[src/rtl/rtc_time_core.sv]
// rtc_time_core: time-of-day core. A prescaler divides clk down to a one
// second tick that advances cascaded seconds/minutes/hours counters. Adds
// run/pause, range-checked time load, per-field front-panel increment, a
// minute-resolution alarm and single-cycle status pulses.
//
// Per-cycle priority: set_en > (inc_h | inc_m) > tick. A tick that loses
// to set_en or an increment is dropped; the prescaler still wraps unless an
// accepted load clears it.
module rtc_time_core #(
    parameter int  TICK_CYCLES = 50_000_000,
    parameter int  HOURS       = 24,
    localparam int H_W         = (HOURS <= 2) ? 1 : $clog2(HOURS)
) (
    input  logic             clk,
    input  logic             rst_n,
    input  logic             run,
    input  logic             set_en,
    input  logic [H_W-1:0]   set_h,
    input  logic [5:0]       set_m,
    input  logic [5:0]       set_s,
    input  logic             inc_h,
    input  logic             inc_m,
    input  logic             alarm_set,
    input  logic             alarm_en_in,
    input  logic [H_W-1:0]   alarm_h,
    input  logic [5:0]       alarm_m,
    output logic [H_W+11:0]  dout,
    output logic [3:0]       hour12,
    output logic             pm,
    output logic             sec_tick,
    output logic             day_wrap,
    output logic             set_err,
    output logic             alarm_hit
);

    localparam int               PW      = $clog2(TICK_CYCLES);
    localparam logic [PW-1:0]    P_LAST  = PW'(TICK_CYCLES - 1);
    localparam logic [H_W-1:0]   H_LAST  = H_W'(HOURS - 1);
    localparam logic [H_W:0]     HOURS_C = (H_W + 1)'(HOURS);

    logic [PW-1:0]  presc_q, presc_d;
    logic [H_W-1:0] h_q, h_d;
    logic [5:0]     m_q, m_d;
    logic [5:0]     s_q, s_d;
    logic           sec_tick_q, sec_tick_d;
    logic           day_wrap_q, day_wrap_d;
    logic           set_err_q, set_err_d;
    logic           match_q, match_d;
    logic           alarm_hit_q;
    logic           alarm_en_q;
    logic [H_W-1:0] alarm_h_q;
    logic [5:0]     alarm_m_q;

    logic tick;
    logic set_ok;

    assign tick   = run && (presc_q == P_LAST);
    assign set_ok = ({1'b0, set_h} < HOURS_C) && (set_m < 6'd60) && (set_s < 6'd60);

    // Next-state for prescaler, time counters and status pulses.
    always_comb begin
        presc_d    = presc_q;
        h_d        = h_q;
        m_d        = m_q;
        s_d        = s_q;
        sec_tick_d = 1'b0;
        day_wrap_d = 1'b0;
        set_err_d  = 1'b0;
        match_d    = 1'b0;

        if (run) begin
            presc_d = tick ? '0 : presc_q + PW'(1);
        end

        if (set_en) begin
            if (set_ok) begin
                h_d     = set_h;
                m_d     = set_m;
                s_d     = set_s;
                presc_d = '0;
            end else begin
                set_err_d = 1'b1;
            end
        end else if (inc_h || inc_m) begin
            if (inc_h) begin
                h_d = (h_q == H_LAST) ? '0 : h_q + H_W'(1);
            end
            if (inc_m) begin
                m_d = (m_q == 6'd59) ? 6'd0 : m_q + 6'd1;
            end
        end else if (tick) begin
            sec_tick_d = 1'b1;
            if (s_q == 6'd59) begin
                s_d = 6'd0;
                if (m_q == 6'd59) begin
                    m_d = 6'd0;
                    h_d = (h_q == H_LAST) ? '0 : h_q + H_W'(1);
                end else begin
                    m_d = m_q + 6'd1;
                end
            end else begin
                s_d = s_q + 6'd1;
            end
            day_wrap_d = (s_q == 6'd59) && (m_q == 6'd59) && (h_q == H_LAST);
            // Compared against the alarm registers as they stand this cycle,
            // so an alarm_set landing on the same edge does not affect it.
            match_d = alarm_en_q && (h_d == alarm_h_q) && (m_d == alarm_m_q) && (s_d == 6'd0);
        end
    end

    // Time, prescaler and pulse registers.
    always_ff @(posedge clk or negedge rst_n) begin
        if (!rst_n) begin
            presc_q     <= '0;
            h_q         <= '0;
            m_q         <= '0;
            s_q         <= '0;
            sec_tick_q  <= 1'b0;
            day_wrap_q  <= 1'b0;
            set_err_q   <= 1'b0;
            match_q     <= 1'b0;
            alarm_hit_q <= 1'b0;
        end else begin
            presc_q     <= presc_d;
            h_q         <= h_d;
            m_q         <= m_d;
            s_q         <= s_d;
            sec_tick_q  <= sec_tick_d;
            day_wrap_q  <= day_wrap_d;
            set_err_q   <= set_err_d;
            match_q     <= match_d;
            alarm_hit_q <= match_q;
        end
    end

    // Alarm configuration capture; reset disarms the alarm.
    always_ff @(posedge clk or negedge rst_n) begin
        if (!rst_n) begin
            alarm_en_q <= 1'b0;
            alarm_h_q  <= '0;
            alarm_m_q  <= '0;
        end else if (alarm_set) begin
            alarm_en_q <= alarm_en_in;
            alarm_h_q  <= alarm_h;
            alarm_m_q  <= alarm_m;
        end
    end

    assign dout      = {h_q, m_q, s_q};
    assign sec_tick  = sec_tick_q;
    assign day_wrap  = day_wrap_q;
    assign set_err   = set_err_q;
    assign alarm_hit = alarm_hit_q;

    generate
        if (HOURS == 24) begin : g_h12
            logic [H_W-1:0] h_mod;
            // 12-hour display view of the hour register.
            always_comb begin
                h_mod  = (h_q >= H_W'(12)) ? h_q - H_W'(12) : h_q;
                hour12 = (h_mod == '0) ? 4'd12 : 4'(h_mod);
                pm     = (h_q >= H_W'(12));
            end
        end else begin : g_no_h12
            assign hour12 = 4'd0;
            assign pm     = 1'b0;
        end
    endgenerate

endmodule

[config.mk]
export PLATFORM = sky130hd
export DESIGN_NAME = rtc_time_core
export DESIGN_NICKNAME = d
export VERILOG_FILES = /design/src/rtl/rtc_time_core.sv
export SDC_FILE = /design/constraint.sdc
export NUM_CORES = 1
export LEC_CHECK = 0
export CAP_MARGIN = 20
export CORE_UTILIZATION = 58
export DETAILED_ROUTE_END_ITERATION = 8
export DONT_BUFFER_PORTS = 1
export PLACE_DENSITY_LB_ADDON = 0.15
export SETUP_SLACK_MARGIN = 0.15
export SKIP_CTS_REPAIR_TIMING = 1
export SLEW_MARGIN = 20
export SYNTH_ARGS = -nofsm -noshare
export SYNTH_HDL_FRONTEND = slang
export SYNTH_SLANG_ARGS = --single-unit
[constraint.sdc]
create_clock -name clk -period 2.3 [get_ports clk]
set_input_delay 0.23 -clock clk [delete_from_list [all_inputs] [get_ports clk]]
set_output_delay 0.23 -clock clk [all_outputs]
set_load 0.1 [all_outputs]
==> flow_summary.toml <==
[route]
detail_route.wl_per_cell_um = 19.60
routed.top_layer = "met4"
wirelength_mm = 10.90
routed-via-count = 3625
dr_wl_met2_mm = 5.074
met3_length_um = 848
drt-initial-drc-count = 330
dr.pass1.iters = 7
wl_met1_mm = 4.755
drc = 3
vias_per_cell = 6.520
ant_nets = 0

[sta]
tns_ns = 0
rsz0062_at_grt = "yes"
finalMaxSlewViolations = 0
max_freq_ghz = 0.4655
finalSetupViolCount = 0
max_slew.worst_pin.slew_ns = 0.8772
hold_viol = 2
period_share_pct = 93.41
worst_hold_slack_ns = -0.007431
finalCriticalPeriod_ns = 2.148
skew_ns = 0.01739
relSlewSlack_pct = 41.56

[global_route]
grt_pass1_vias = 3507
grt_pass1_wl_mm = 17.23
grt_start_max_net_pins = 61
antenna_found_initial = 0
grt_usage_pct = 30.87
grt.overflow.total = 0

[power]
pwr-share-comb_pct = 42.7
ir_drop_v = 0.0004614
swShare_pct = 43.35
powerDensity_nw_per_um2 = 865.8
pwr-share-seq_pct = 32.1
p_int_uw = 2400
power_leakage_uw = 0.002037
p_clk_share_pct = 25.2
switching_power_uw = 1837

[cts]
cts_made_buffers = 9
cts_tree = "yes"
htreeDepth = 3
insertion_delay_ns = 0.35
clk_path_buf_depth = 2
cts_sinks = 60
root_buffer = "clkbuf_8"
clkTransAtPathRegs_ns = 0.08

[floorplan]
fp.dieH_um = 84.72
initial_utilization_pct = 61.11
die-area_um2 = 7177
die_width_um = 84.72
rows = 29
design.core.area_um2 = 6495
num_io_pins = 62

[synthesis]
avgSynthCellArea_um2 = 8.919
synth-main-ff-cell = "dfrtp_1"
syn-num-nets = 489
yosysUniqueCellTypes = 70
ys_ff_latch = 60
synth-seq-area-share_pct = 37.83
synth_edf_count = 0
yosysWarnings = 0
synth_area_um2 = 3969
synth_cells = 445
synthArstFlopShare_pct = 100.0

[status]
violations = "design-rule violations, negative hold slack"
outcome = "complete, but fails checks"

[layout]
layout_common_cells = "nor2_1 (44), dfrtp_1 (43), nand2_1 (36)"
n_antenna_cell = 0
stdcell_count = 556
nets = 518
syn2layout_area_growth_pct = 23.30
final_common_cell = "nor2_1"
drive_gt1_share_pct = 26.30

[min_path]
hold_depth = 1
hp-class = "in -> reg"

[placed_design]
place_inst = 530
hpwl_mm = 7.773
portBuffers = 0
place.gp.congestion = 0.9078

[setup_path]
crit_path_start_kind = "register"
crit_type = "reg -> out"
worstRegToRegCells = 8
r2r_end = "match_q"
critPathCapture = "hour12[2]"
startpoint = "h_q[1]"
crit_fanout = 6
r2r_slack_ns = 0.17
endpoint_kind = "output pin"
r2r_start = "s_q[1]"
crit_required_ns = 2.07
crit_arrival_ns = 1.92

[job]
max_cap_violations = 0
-- flip-flops by register name, indices dropped and copies added (netlist names) --
| register | count |
|---|---|
| m_q | 6 |
| alarm_en_q | 1 |
| sec_tick | 1 |
| match_q | 1 |
| set_err | 1 |
| day_wrap | 1 |
| presc_q | 26 |
| alarm_h_q | 5 |
| alarm_m_q | 6 |
| h_q | 5 |
| alarm_hit | 1 |
| s_q | 6 |
-- routing by layer --
metal / track usage [%] / vias up
met1: 41.43 / 1766
met4: 10.32 / 0
met5: 0 / -
met2: 49.15 / 149
li1: - / 1684
met3: 7.571 / 26
-- through the flow --
stage	total power (uW)	util [%]	cell area [um2]	hold WS (ns)	setup slack (ns)
2_1_floorplan	2664	-	4202	-0.06559	0.1076
3_3_place_gp	3019	68.72	4463	-0.06413	0.2105
3_5_place_dp	3038	68.72	4463	-0.06368	0.1269
4_1_cts	4099	72.07	4681	-0.4353	0.1053
5_1_grt	4391	75.34	4893	-0.03626	0.06262
6_report	4237	75.34	4893	-0.007431	0.1516
-- power by group through the flow --
stage               clock, uW  combinational, uW  sequential [uW]
floorplan                   0                926             1740
global placement            0               1660             1360
detailed placement          0               1670             1370
CTS                      1080               1680             1350
global route             1110               1900             1380
finish                   1070               1810             1360
-- cell families (layout without fill, tap and decap cells) --
group                    count (synthesis)  after routing  share of synthesized area (%)
AND/OR/NAND/NOR                        190            190                          26.92
XOR/XNOR                                30             30                          6.620
adder cells (fa/ha/maj)                  8              8                          2.522
multiplexers                            21             21                          5.675
buffers and inverters                   36             70                          3.909
flip-flops                              60             60                          37.83
AO/OA/AOI/OAI                          100            100                          16.52
-- final cells by class --
type                       count  area (um2)
inverter                      12       50.05
sequential                    60        1553
clock inverter                 4       72.57
fill                         453        1602
clock buffer                  12       145.1
tap                           77       96.34
multi-input combinational    349        2551
timing repair buffer          42       425.4
-- cell usage after synthesis (3+ instances only) --
master | n | area [um2]
mux2i_1 | 9 | 90.09
xnor2_1 | 11 | 96.34
o21ai_1 | 3 | 15.01
nor3_1 | 15 | 75.07
a31oi_1 | 4 | 25.02
buf_4 | 3 | 22.52
ha_1 | 8 | 100.1
and3_1 | 11 | 68.82
nor2b_1 | 3 | 18.77
nor4_1 | 5 | 31.28
nand4_2 | 3 | 37.54
mux2_2 | 12 | 135.1
dfrtp_1 | 60 | 1501
o21ai_0 | 25 | 125.1
nor2_1 | 44 | 165.2
a21oi_1 | 25 | 125.1
nand2b_1 | 9 | 56.30
nand4_1 | 11 | 68.82
nand3_1 | 22 | 110.1
clkbuf_1 | 12 | 45.04
and2_1 | 6 | 37.54
nor4_2 | 3 | 37.54
inv_1 | 12 | 45.04
nand2_1 | 36 | 135.1
buf_2 | 7 | 35.03
a21o_1 | 3 | 22.52
o211ai_1 | 3 | 22.52
xor2_1 | 19 | 166.4
-- critical path, cell delays in order, from the launching register on --
cell and delay (ns):
dfrtp_4 0.52, inv_4 0.12, ha_4 0.21, inv_1 0.10, o21ai_1 0.15, o221ai_2 0.12
a21oi_4 0.16, buf_12 0.19
-- worst min-delay path by stage --
stage,start,end,slack [ns]
detailed placement,rst_n,alarm_h_q[3],-0.06
global route,set_en,sec_tick,-0.04
global placement,rst_n,alarm_h_q[2],-0.06
floorplan,rst_n,alarm_en_q,-0.07
CTS,rst_n,alarm_h_q[0],-0.44
finish,set_en,sec_tick,-0.007
Note: power is estimated with default switching activity, not from simulation.
